===== src/rtl/dir_input_conditioner.sv =====
// dir_input_conditioner
//   Button front end for the game model: tick generator, per-channel
//   two-flop synchronisers and tick-sampled debouncers, rising-edge press
//   detection, and a small FIFO of queued direction commands drained by
//   the game model's step strobe.
//
//   Optional feature macro: DIR_REVERSE_LOCK_EN
//     defined   - a popped command that is the 180-degree reverse of the
//                 current direction is consumed and ignored
//     undefined - reverse commands are applied like any other change
//
// Ports
//   clk         in   system clock
//   reset       in   synchronous, active-high
//   btn_raw     in   [NUM_BTN] asynchronous button levels (ch0..3 = L,R,U,D)
//   step        in   one-cycle strobe: apply next queued direction
//   tick        out  one-cycle pulse every CLK_HZ/TICK_HZ cycles
//   btn_clean   out  [NUM_BTN] debounced levels
//   btn_press   out  [NUM_BTN] one-cycle pulse per rising edge of btn_clean
//   dir         out  [2] current direction: 00 R, 01 L, 10 U, 11 D
//   dir_change  out  one-cycle pulse in the first cycle dir shows a new value
//   q_count     out  queued command count
//   overflow    out  one-cycle pulse when a press was dropped on a full FIFO
module dir_input_conditioner #(
    parameter int CLK_HZ       = 100000000,
    parameter int TICK_HZ      = 1000,
    parameter int NUM_BTN      = 4,
    parameter int STABLE_TICKS = 20,
    parameter int QUEUE_DEPTH  = 2
) (
    input  logic                          clk,
    input  logic                          reset,
    input  logic [NUM_BTN-1:0]            btn_raw,
    input  logic                          step,
    output logic                          tick,
    output logic [NUM_BTN-1:0]            btn_clean,
    output logic [NUM_BTN-1:0]            btn_press,
    output logic [1:0]                    dir,
    output logic                          dir_change,
    output logic [$clog2(QUEUE_DEPTH):0]  q_count,
    output logic                          overflow
);
    localparam int DIV = CLK_HZ / TICK_HZ;
    localparam int TW  = $clog2(DIV);
    localparam int PW  = (QUEUE_DEPTH > 1) ? $clog2(QUEUE_DEPTH) : 1;
    localparam int CW  = $clog2(QUEUE_DEPTH) + 1;

    // ---------------- tick generator ----------------
    logic [TW-1:0] tick_cnt;

    always_ff @(posedge clk) begin
        if (reset)
            tick_cnt <= '0;
        else if (tick_cnt == TW'(DIV - 1))
            tick_cnt <= '0;
        else
            tick_cnt <= tick_cnt + 1'b1;
    end

    // Decoded from the counter register only, so no input reaches it.
    assign tick = (tick_cnt == TW'(DIV - 1));

    // ---------------- synchronise, debounce, edge detect ----------------
    logic [NUM_BTN-1:0]      sync1, sync2, clean_d;
    logic [NUM_BTN-1:0][7:0] stab_cnt;

    always_ff @(posedge clk) begin
        if (reset) begin
            sync1     <= '0;
            sync2     <= '0;
            stab_cnt  <= '0;
            btn_clean <= '0;
            clean_d   <= '0;
            btn_press <= '0;
        end else begin
            sync1     <= btn_raw;
            sync2     <= sync1;
            clean_d   <= btn_clean;
            btn_press <= btn_clean & ~clean_d;
            if (tick) begin
                for (int i = 0; i < NUM_BTN; i++) begin
                    if (sync2[i] == btn_clean[i]) begin
                        stab_cnt[i] <= '0;
                    end else if (stab_cnt[i] == 8'(STABLE_TICKS - 1)) begin
                        // this tick is the STABLE_TICKS-th disagreeing sample
                        stab_cnt[i]  <= '0;
                        btn_clean[i] <= ~btn_clean[i];
                    end else begin
                        stab_cnt[i] <= stab_cnt[i] + 8'd1;
                    end
                end
            end
        end
    end

    // ---------------- direction command FIFO ----------------
    logic [1:0]    fifo [QUEUE_DEPTH];
    logic [PW-1:0] wr_ptr, rd_ptr;
    logic [1:0]    push_cmd, head;
    logic          push_req, full, pop, push, take;

    // Lowest channel wins when several presses land in one cycle.
    always_comb begin
        push_cmd = 2'b11;
        if (btn_press[0])      push_cmd = 2'b01;
        else if (btn_press[1]) push_cmd = 2'b00;
        else if (btn_press[2]) push_cmd = 2'b10;
    end

    assign push_req = |btn_press[3:0];
    assign full     = (q_count == CW'(QUEUE_DEPTH));
    assign pop      = step && (q_count != '0);
    // a pop in the same cycle frees the slot the push needs
    assign push     = push_req && (!full || pop);
    assign head     = fifo[rd_ptr];

`ifdef DIR_REVERSE_LOCK_EN
    logic is_reverse;
    assign is_reverse = (head[1] == dir[1]) && (head[0] != dir[0]);
    assign take       = (head != dir) && !is_reverse;
`else
    assign take       = (head != dir);
`endif

    function automatic logic [PW-1:0] ptr_next(input logic [PW-1:0] p);
        return (p == PW'(QUEUE_DEPTH - 1)) ? '0 : p + 1'b1;
    endfunction

    // Storage needs no reset: pointers and count define what is valid.
    always_ff @(posedge clk) begin
        if (!reset && push)
            fifo[wr_ptr] <= push_cmd;
    end

    always_ff @(posedge clk) begin
        if (reset) begin
            wr_ptr     <= '0;
            rd_ptr     <= '0;
            q_count    <= '0;
            dir        <= 2'b00;
            dir_change <= 1'b0;
            overflow   <= 1'b0;
        end else begin
            dir_change <= 1'b0;
            // Registered so no input reaches it combinationally; it shows
            // in the cycle the dropped push would have landed.
            overflow   <= push_req && full && !pop;
            if (push)
                wr_ptr <= ptr_next(wr_ptr);
            if (pop) begin
                rd_ptr <= ptr_next(rd_ptr);
                if (take) begin
                    dir        <= head;
                    dir_change <= 1'b1;
                end
            end
            if (push && !pop)
                q_count <= q_count + 1'b1;
            else if (pop && !push)
                q_count <= q_count - 1'b1;
        end
    end

endmodule

===== config.mk =====
export PLATFORM = sky130hd
export DESIGN_NAME = dir_input_conditioner
export DESIGN_NICKNAME = d
export VERILOG_FILES = /design/src/rtl/dir_input_conditioner.sv
export SDC_FILE = /design/constraint.sdc
export NUM_CORES = 1
export LEC_CHECK = 0
export CAP_MARGIN = 20
export CELL_PAD_IN_SITES_DETAIL_PLACEMENT = 1
export CELL_PAD_IN_SITES_GLOBAL_PLACEMENT = 2
export CORE_UTILIZATION = 37
export CTS_CLUSTER_DIAMETER = 120
export CTS_CLUSTER_SIZE = 16
export DETAILED_ROUTE_END_ITERATION = 16
export GPL_TIMING_DRIVEN = 0
export PLACE_DENSITY_LB_ADDON = 0.1
export RECOVER_POWER = 50
export SETUP_SLACK_MARGIN = 0.3
export SYNTH_ARGS = -nofsm -noshare
export SYNTH_HDL_FRONTEND = slang
export SYNTH_SLANG_ARGS = --single-unit
export TNS_END_PERCENT = 1

===== constraint.sdc =====
create_clock -name clk -period 2 [get_ports clk]
set_input_delay 0.2 -clock clk [delete_from_list [all_inputs] [get_ports clk]]
set_output_delay 0.2 -clock clk [all_outputs]
set_load 0.05 [all_outputs]

==> run metrics, run 1 <==
vias per cell=5.69; DRC Markers=0; grt ovf=0; Yosys top cell area share=40.9%; Post-Syn Area=0.00382 mm²; largest family of logic cells by synthesized area=simple AND/OR/NAND/NOR gates; CTS max path bufs=2; CTS buffer count=9; post-DR wirelength/cell=18.6 µm; first-iteration detailed-routing DRC count=120; Ports=22; Finish-stage setup viols=1; Pre-antenna DRT Iters=4; clk sink count=82; CP Max Fanout=2; Seq/Total Area, Yosys=44.0%; worst slew pin tran=0.712 ns; number of synthesized flops with an enable pin=4; Util after Layout=48.6%; mux cell area share after synthesis=1.31%; layout cells sized above 1=22.6%; Total Nets Final=478; CTS Hold Bufs=0; YS warnings=0; clock tree root driver cell=clkbuf_8; area delta synth->final=26.0%; area post-placement=0.00425 mm²; GRT Total Usage=21.6%; count leader, synth=dfxtp_1; top cells by area, synth=dfxtp_1 41%, a211oi_1 4.1%, o32ai_1 4.1%; Setup crit start kind=flip-flop; simple-gate share of the synthesized area=27.1%; setup slack after layout=-0.0104 ns; Post-Syn Nets=437; Crit path required time=1.80 ns; Slew HR=52.2%; Die X=104 µm; Hold Fails Final Rpt=0; CTS tree=built; area occupied by multi-input gates=0.00219 mm²; Clk Latency, worst-skew pair=0.37 ns; Die Y=104 µm; FFs w/ async S/R, synth=0%; max-cap violations=0; cells after synthesis=424; worst min path class=input port to flip-flop; area leader, netlist=dfxtp_1; syn_area_per_cell=9.02 µm²; Worst Setup End Kind=output pin; clk_skew=0.00956 ns; initial antenna violation count=0; PwrDens=698 mW/mm²; register bit total from synthesis=82; achievable clock frequency=497 MHz; Sequential Area=0.00170 mm²; Placer Congestion=0.799; met2 usage=37.3%; Post-Synth XOR/XNOR Area=5.27%; floorplan core area=0.00991 mm²; ANT nets after route=0; # diodes=0; Die ar.=0.0107 mm²; fill cell count=1154; Critical Path AT=1.81 ns; num rows=36; CP max stage delay=0.37 ns; largest net degree at the start of global routing=16; most common flop cell mapped by yosys=dfxtp_1; Max Transition Viols Final=0; Final Cycle Share=101%; peak supply drop=0.000409 V; final worst path period need=2.01 ns; Critical path buffers and inverters=4; initial core utilization=38.6%; compound-cell area share of the yosys netlist=15.9%; clock transition at the registers of the reported paths=0.09 ns; DRT Wirelength=11.2 mm; dpl hpwl=7.59 mm; grt peak-use layer=met2; Crit-path slowest cell=dfxtp_4; outcome=complete, but fails checks; Top delay family on crit path=simple AND/OR/NAND/NOR gates; total power draw=3.36 mW; PortBufs=20; CP cell instances=ha_4 > nor4b_4 > and3_1 > buf_6 > nand2_4 > buf_12 > clkinvlp_4 > buf_8; WHS=0.342 ns; failing checks=setup timing; vias in the first global route=3561; RSZ-0062 raised after global routing=true; Leakage=1.55 nW; Post-synth top cells=78 x dfxtp_1, 33 x nand2_1, 26 x nor2_1; kind of critical path=flip-flop to output pin; GR Layer Usage met1=26.9%; Synth Area in Adders=1.96%; first-pass GRT wire length=18.3 mm; via count=3430; Unique masters post-synth=42; CTS H-tree lvls=3; GR Layer Usage met3=2.58%; design area=0.00481 mm²
through the flow:
stage | TNS, ns | instances | setup WS [ns]
after floorplan | 0 | 424 | 0.248
after global placement | -3.85 | 577 | -0.602
after global routing | -0.417 | 603 | -0.101
after detailed placement | -5.13 | 577 | -0.637
after CTS | -0.0451 | 600 | -0.0451
final | -0.0104 | 603 | -0.0104
area by class of cell:
type | count | share of cell area [%]
timing repair buffer | 30 | 5.59
tap | 133 | 3.46
multi-input combinational | 299 | 45.5
clock buffer | 9 | 2.57
sequential | 82 | 35.3
clock inverter | 7 | 2.10
buffer | 25 | 4.00
inverter | 18 | 1.48
what timing repair did:
action,4_1_cts,5_1_grt
gates resized for setup,62,47
cloned,0,0
endpoints found under the setup margin,66,54
setup buffers,7,3
pin swaps,6,7
sequential cells by signal, summed over array words and instances, names as in the netlist, named ones only:
signal / flops
btn_press: 4
dir_change: 1
wr_ptr: 1
q_count: 2
fifo: 4
clean_d: 4
stab_cnt: 32
rd_ptr: 1
overflow: 1
btn_clean: 4
sync1: 4
tick_cnt: 17
dir: 2
sync2: 4
power by group:
group | internal, mW | switching, mW | total, mW
clock network | 0.716 | 0.678 | 1.39
logic | 0.0911 | 0.167 | 0.258
registers | 1.68 | 0.0296 | 1.71
total | 2.48 | 0.875 | 3.36
routing by layer:
layer	vias to the layer above	routed length (µm)
li1	1657	-
met2	44	5640
met5	-	0
met3	11	206
met1	1718	5210
met4	0	157
cells by family after synthesis:
group	Yosys count
xor+xnor	23
fa+ha+maj	6
compound gates	85
flops	82
mux	5
simple gates	180
buf+inv	43
cells in the final DEF, fill, tap and decap left out, types with 4 or more instances in the layout:
| master | count |
|---|---|
| dfxtp_1 | 67 |
| nand2_1 | 31 |
| nor2_1 | 26 |
| nand3_1 | 20 |
| nand4_1 | 18 |
| o32ai_1 | 17 |
| inv_1 | 16 |
| xnor2_1 | 16 |
| a21oi_1 | 15 |
| a211oi_1 | 14 |
| buf_4 | 13 |
| nor2b_1 | 12 |
| dlygate4sd2_1 | 12 |
| clkbuf_1 | 11 |
| nor3_1 | 11 |
| clkbuf_8 | 10 |
| o21ai_0 | 9 |
| dfxtp_2 | 9 |
| and3_1 | 8 |
| nor4_1 | 7 |
| xor2_1 | 7 |
| a211oi_2 | 7 |
| clkdlybuf4s50_1 | 7 |
| or2_2 | 6 |
| or3b_2 | 6 |
| buf_6 | 5 |
| mux2i_1 | 5 |
| o31ai_1 | 5 |
| nand4b_1 | 5 |
| or4_1 | 4 |
| a211o_1 | 4 |
| a32o_1 | 4 |
| edfxtp_1 | 4 |
path summary, 6_finish.rpt:
check / start / endpoint / slack (ns) / depth (start not counted)
setup / recovery: tick_cnt[1]$_SDFF_PP0_ / tick / -0.01 / 8
hold / removal: reset / clean_d[3]$_SDFF_PP0_ / 0.34 / 2
setup reg to reg: tick_cnt[1]$_SDFF_PP0_ / stab_cnt[7]$_SDFFE_PP0N_ / 0.04 / 8
hold reg to reg: clean_d[3]$_SDFF_PP0_ / btn_press[3]$_SDFF_PP0_ / 0.38 / 1
worst register-to-register path: stages (launching register included):
cell      delay, ns
dfxtp_4        0.37
ha_4           0.13
nor4b_4        0.22
buf_4          0.17
nand3_2        0.16
buf_8          0.21
buf_4          0.21
a211oi_1       0.24
o32ai_1        0.11
No activity file was read; power rests on OpenSTA's default activity.
==> run 2, diff against run 1 <==
--- a/config.mk
+++ b/config.mk
@@ -6,14 +6,11 @@
 export NUM_CORES = 1
 export LEC_CHECK = 0
 export CAP_MARGIN = 20
-export CELL_PAD_IN_SITES_DETAIL_PLACEMENT = 1
-export CELL_PAD_IN_SITES_GLOBAL_PLACEMENT = 2
 export CORE_UTILIZATION = 37
 export CTS_CLUSTER_DIAMETER = 120
 export CTS_CLUSTER_SIZE = 16
 export DETAILED_ROUTE_END_ITERATION = 16
 export GPL_TIMING_DRIVEN = 0
-export PLACE_DENSITY_LB_ADDON = 0.1
 export RECOVER_POWER = 50
 export SETUP_SLACK_MARGIN = 0.3
 export SYNTH_ARGS = -nofsm -noshare
==> run 2 against run 1 <==
Net effect:
- the flow now finishes without violations
- sequential share of layout area grew 1.0 points
- largest cell class unchanged
- final cell count shrank 0.33%
- total power down 8.4%
- largest power group unchanged
==> run metrics, run 2 (synthesis results as in run 1) <==
Non-Filler Instances=601; Final Cycle Share=98.4%; vias in the first global route=3226; PortBufs=20; worst slew pin tran=0.680 ns; grt ovf=0; Die ar.=0.0107 mm²; Critical Path AT=1.77 ns; post-DR wirelength/cell=16.3 µm; Crit path top cell by count=buf_8; initial antenna violation count=0; initial core utilization=38.6%; Biggest register=stab_cnt; RSZ-0062 raised after global routing=true; num rows=36; max-cap violations=0; fill cell count=982; via count=3375; clk_skew=0.0105 ns; final worst path period need=1.97 ns; outcome=finished, final reports clean; Placer Congestion=0.891; Max Transition Viols Final=0; CTS tree=built; dpl hpwl=6.56 mm; achievable clock frequency=508 MHz; design area=0.00469 mm²; biggest regs=stab_cnt (32), tick_cnt (17); Hold Fails Final Rpt=0; max reg flops=32; CP cell instances=nor3b_4 > and3_4 > buf_6 > nand2_4 > buf_8 > clkinvlp_4 > buf_8; total power draw=3.08 mW; ANT nets after route=0; CP max stage delay=0.40 ns; clock transition at the registers of the reported paths=0.08 ns; pre-CTS setup slack=-0.580 ns; Ports=22; Worst Setup End Kind=output pin; Psw=0.783 mW; dpl cells=577; # diodes=0; CTS H-tree lvls=3; Comb pwr share=8.1%; Sequential Area=0.00170 mm²; DRC Markers=0; peak supply drop=0.000340 V; kind of critical path=flip-flop to output pin; Total Nets Final=476; clock share of power=36.4%; CP Max Fanout=4; PwrDens=656 mW/mm²; first-pass GRT wire length=15.7 mm; Die Y=104 µm; CTS buffer count=9; first-iteration detailed-routing DRC count=194; worst min path class=input port to flip-flop; internal power=2.29 mW; Slew HR=54.7%; Finish-stage setup viols=0; Seq pwr share=55.5%; Die X=104 µm; Hold Path Stages=2; vias per cell=5.62; area post-placement=0.00425 mm²; clk sink count=82; most common cell after layout, fill and taps aside=dfxtp_1; Setup crit start kind=flip-flop; Leakage=1.45 nW; area occupied by multi-input gates=0.00221 mm²; Pre-antenna DRT Iters=5; layout cells sized above 1=20.7%; R2R depth=5; Clk Latency, worst-skew pair=0.34 ns; most frequent cells in the layout=64 x dfxtp_1, 32 x nand2_1, 26 x nor2_1; GRT Total Usage=18.2%; switching part of the total=25.4%; CTS max path bufs=2; DRT Wirelength=9.80 mm; floorplan core area=0.00991 mm²; Crit-path slowest cell=dfxtp_1; setup slack after layout=0.0323 ns; Crit path required time=1.80 ns; clock tree root driver cell=clkbuf_8; Util after Layout=47.3%; largest net degree at the start of global routing=15; area delta synth->final=22.6%
-- run 2: cell types whose count changed in the layout (fill, tap and decap cells not counted), moves of 3 or more --
cell           change
buf_2              +3
dfxtp_2            +3
a211oi_2           -3
dlygate4sd2_1     -12
dfxtp_1            -3
a211oi_1           +3
clkbuf_1          +13
-- run 2: final cells by class --
class                           count  area share (%)
Clock buffer                       13            3.42
Timing Repair Buffer               28            4.43
Buffer                             25            3.10
Tap cell                          133            3.55
Multi-Input combinational cell    299            47.1
Inverter                           18            1.52
Clock inverter                      3           0.507
Sequential cell                    82            36.4
-- run 2: metal layers --
layer | wire length, µm | track usage [%] | up-vias
met4 | 106 | 6.42 | 0
met3 | 461 | 3.02 | 10
met5 | 0 | 0 | -
met1 | 4460 | 24.0 | 1633
met2 | 4770 | 30.2 | 76
li1 | - | - | 1656
-- run 2: worst max-delay path: cells and delay by family (launching register included) --
family	cells	cell delay [ns]
buffers and inverters	4	0.43
AND/OR/NAND/NOR	3	0.59
flip-flops	1	0.40
-- run 2: timing repair --
item | CTS | global route
buffers inserted | 6 | 2
gates resized for setup | 22 | 70
endpoints found under the setup margin | 65 | 66
hold buffers | 0 | 0
pin swaps | 2 | 4
-- run 2: path summary, 6_finish.rpt --
| check | startpoint | to | slack [ns] |
|---|---|---|---|
| max | tick_cnt[15]$_SDFF_PP0_ | tick | 0.03 |
| min | reset | clean_d[3]$_SDFF_PP0_ | 0.33 |
| max reg2reg | tick_cnt[7]$_SDFF_PP0_ | btn_clean[2]$_SDFFE_PP0P_ | 0.06 |
| min reg2reg | clean_d[3]$_SDFF_PP0_ | btn_press[3]$_SDFF_PP0_ | 0.37 |
-- run 2: power groups by stage --
stage	Combinational (mW)	Sequential, mW	Clock, mW
floorplan	0.113	1.80	0
global placement	0.236	1.75	0
detailed placement	0.240	1.75	0
CTS	0.246	1.71	1.16
global route	0.268	1.71	1.23
finish	0.248	1.71	1.12
-- run 2: stage by stage --
stage,hold WS (ns),setup TNS (ns)
after floorplan,0.328,0
after detailed placement,0.366,-2.41
final,0.326,0
after CTS,0.328,0
after global placement,0.364,-1.77
after global routing,0.339,-0.329
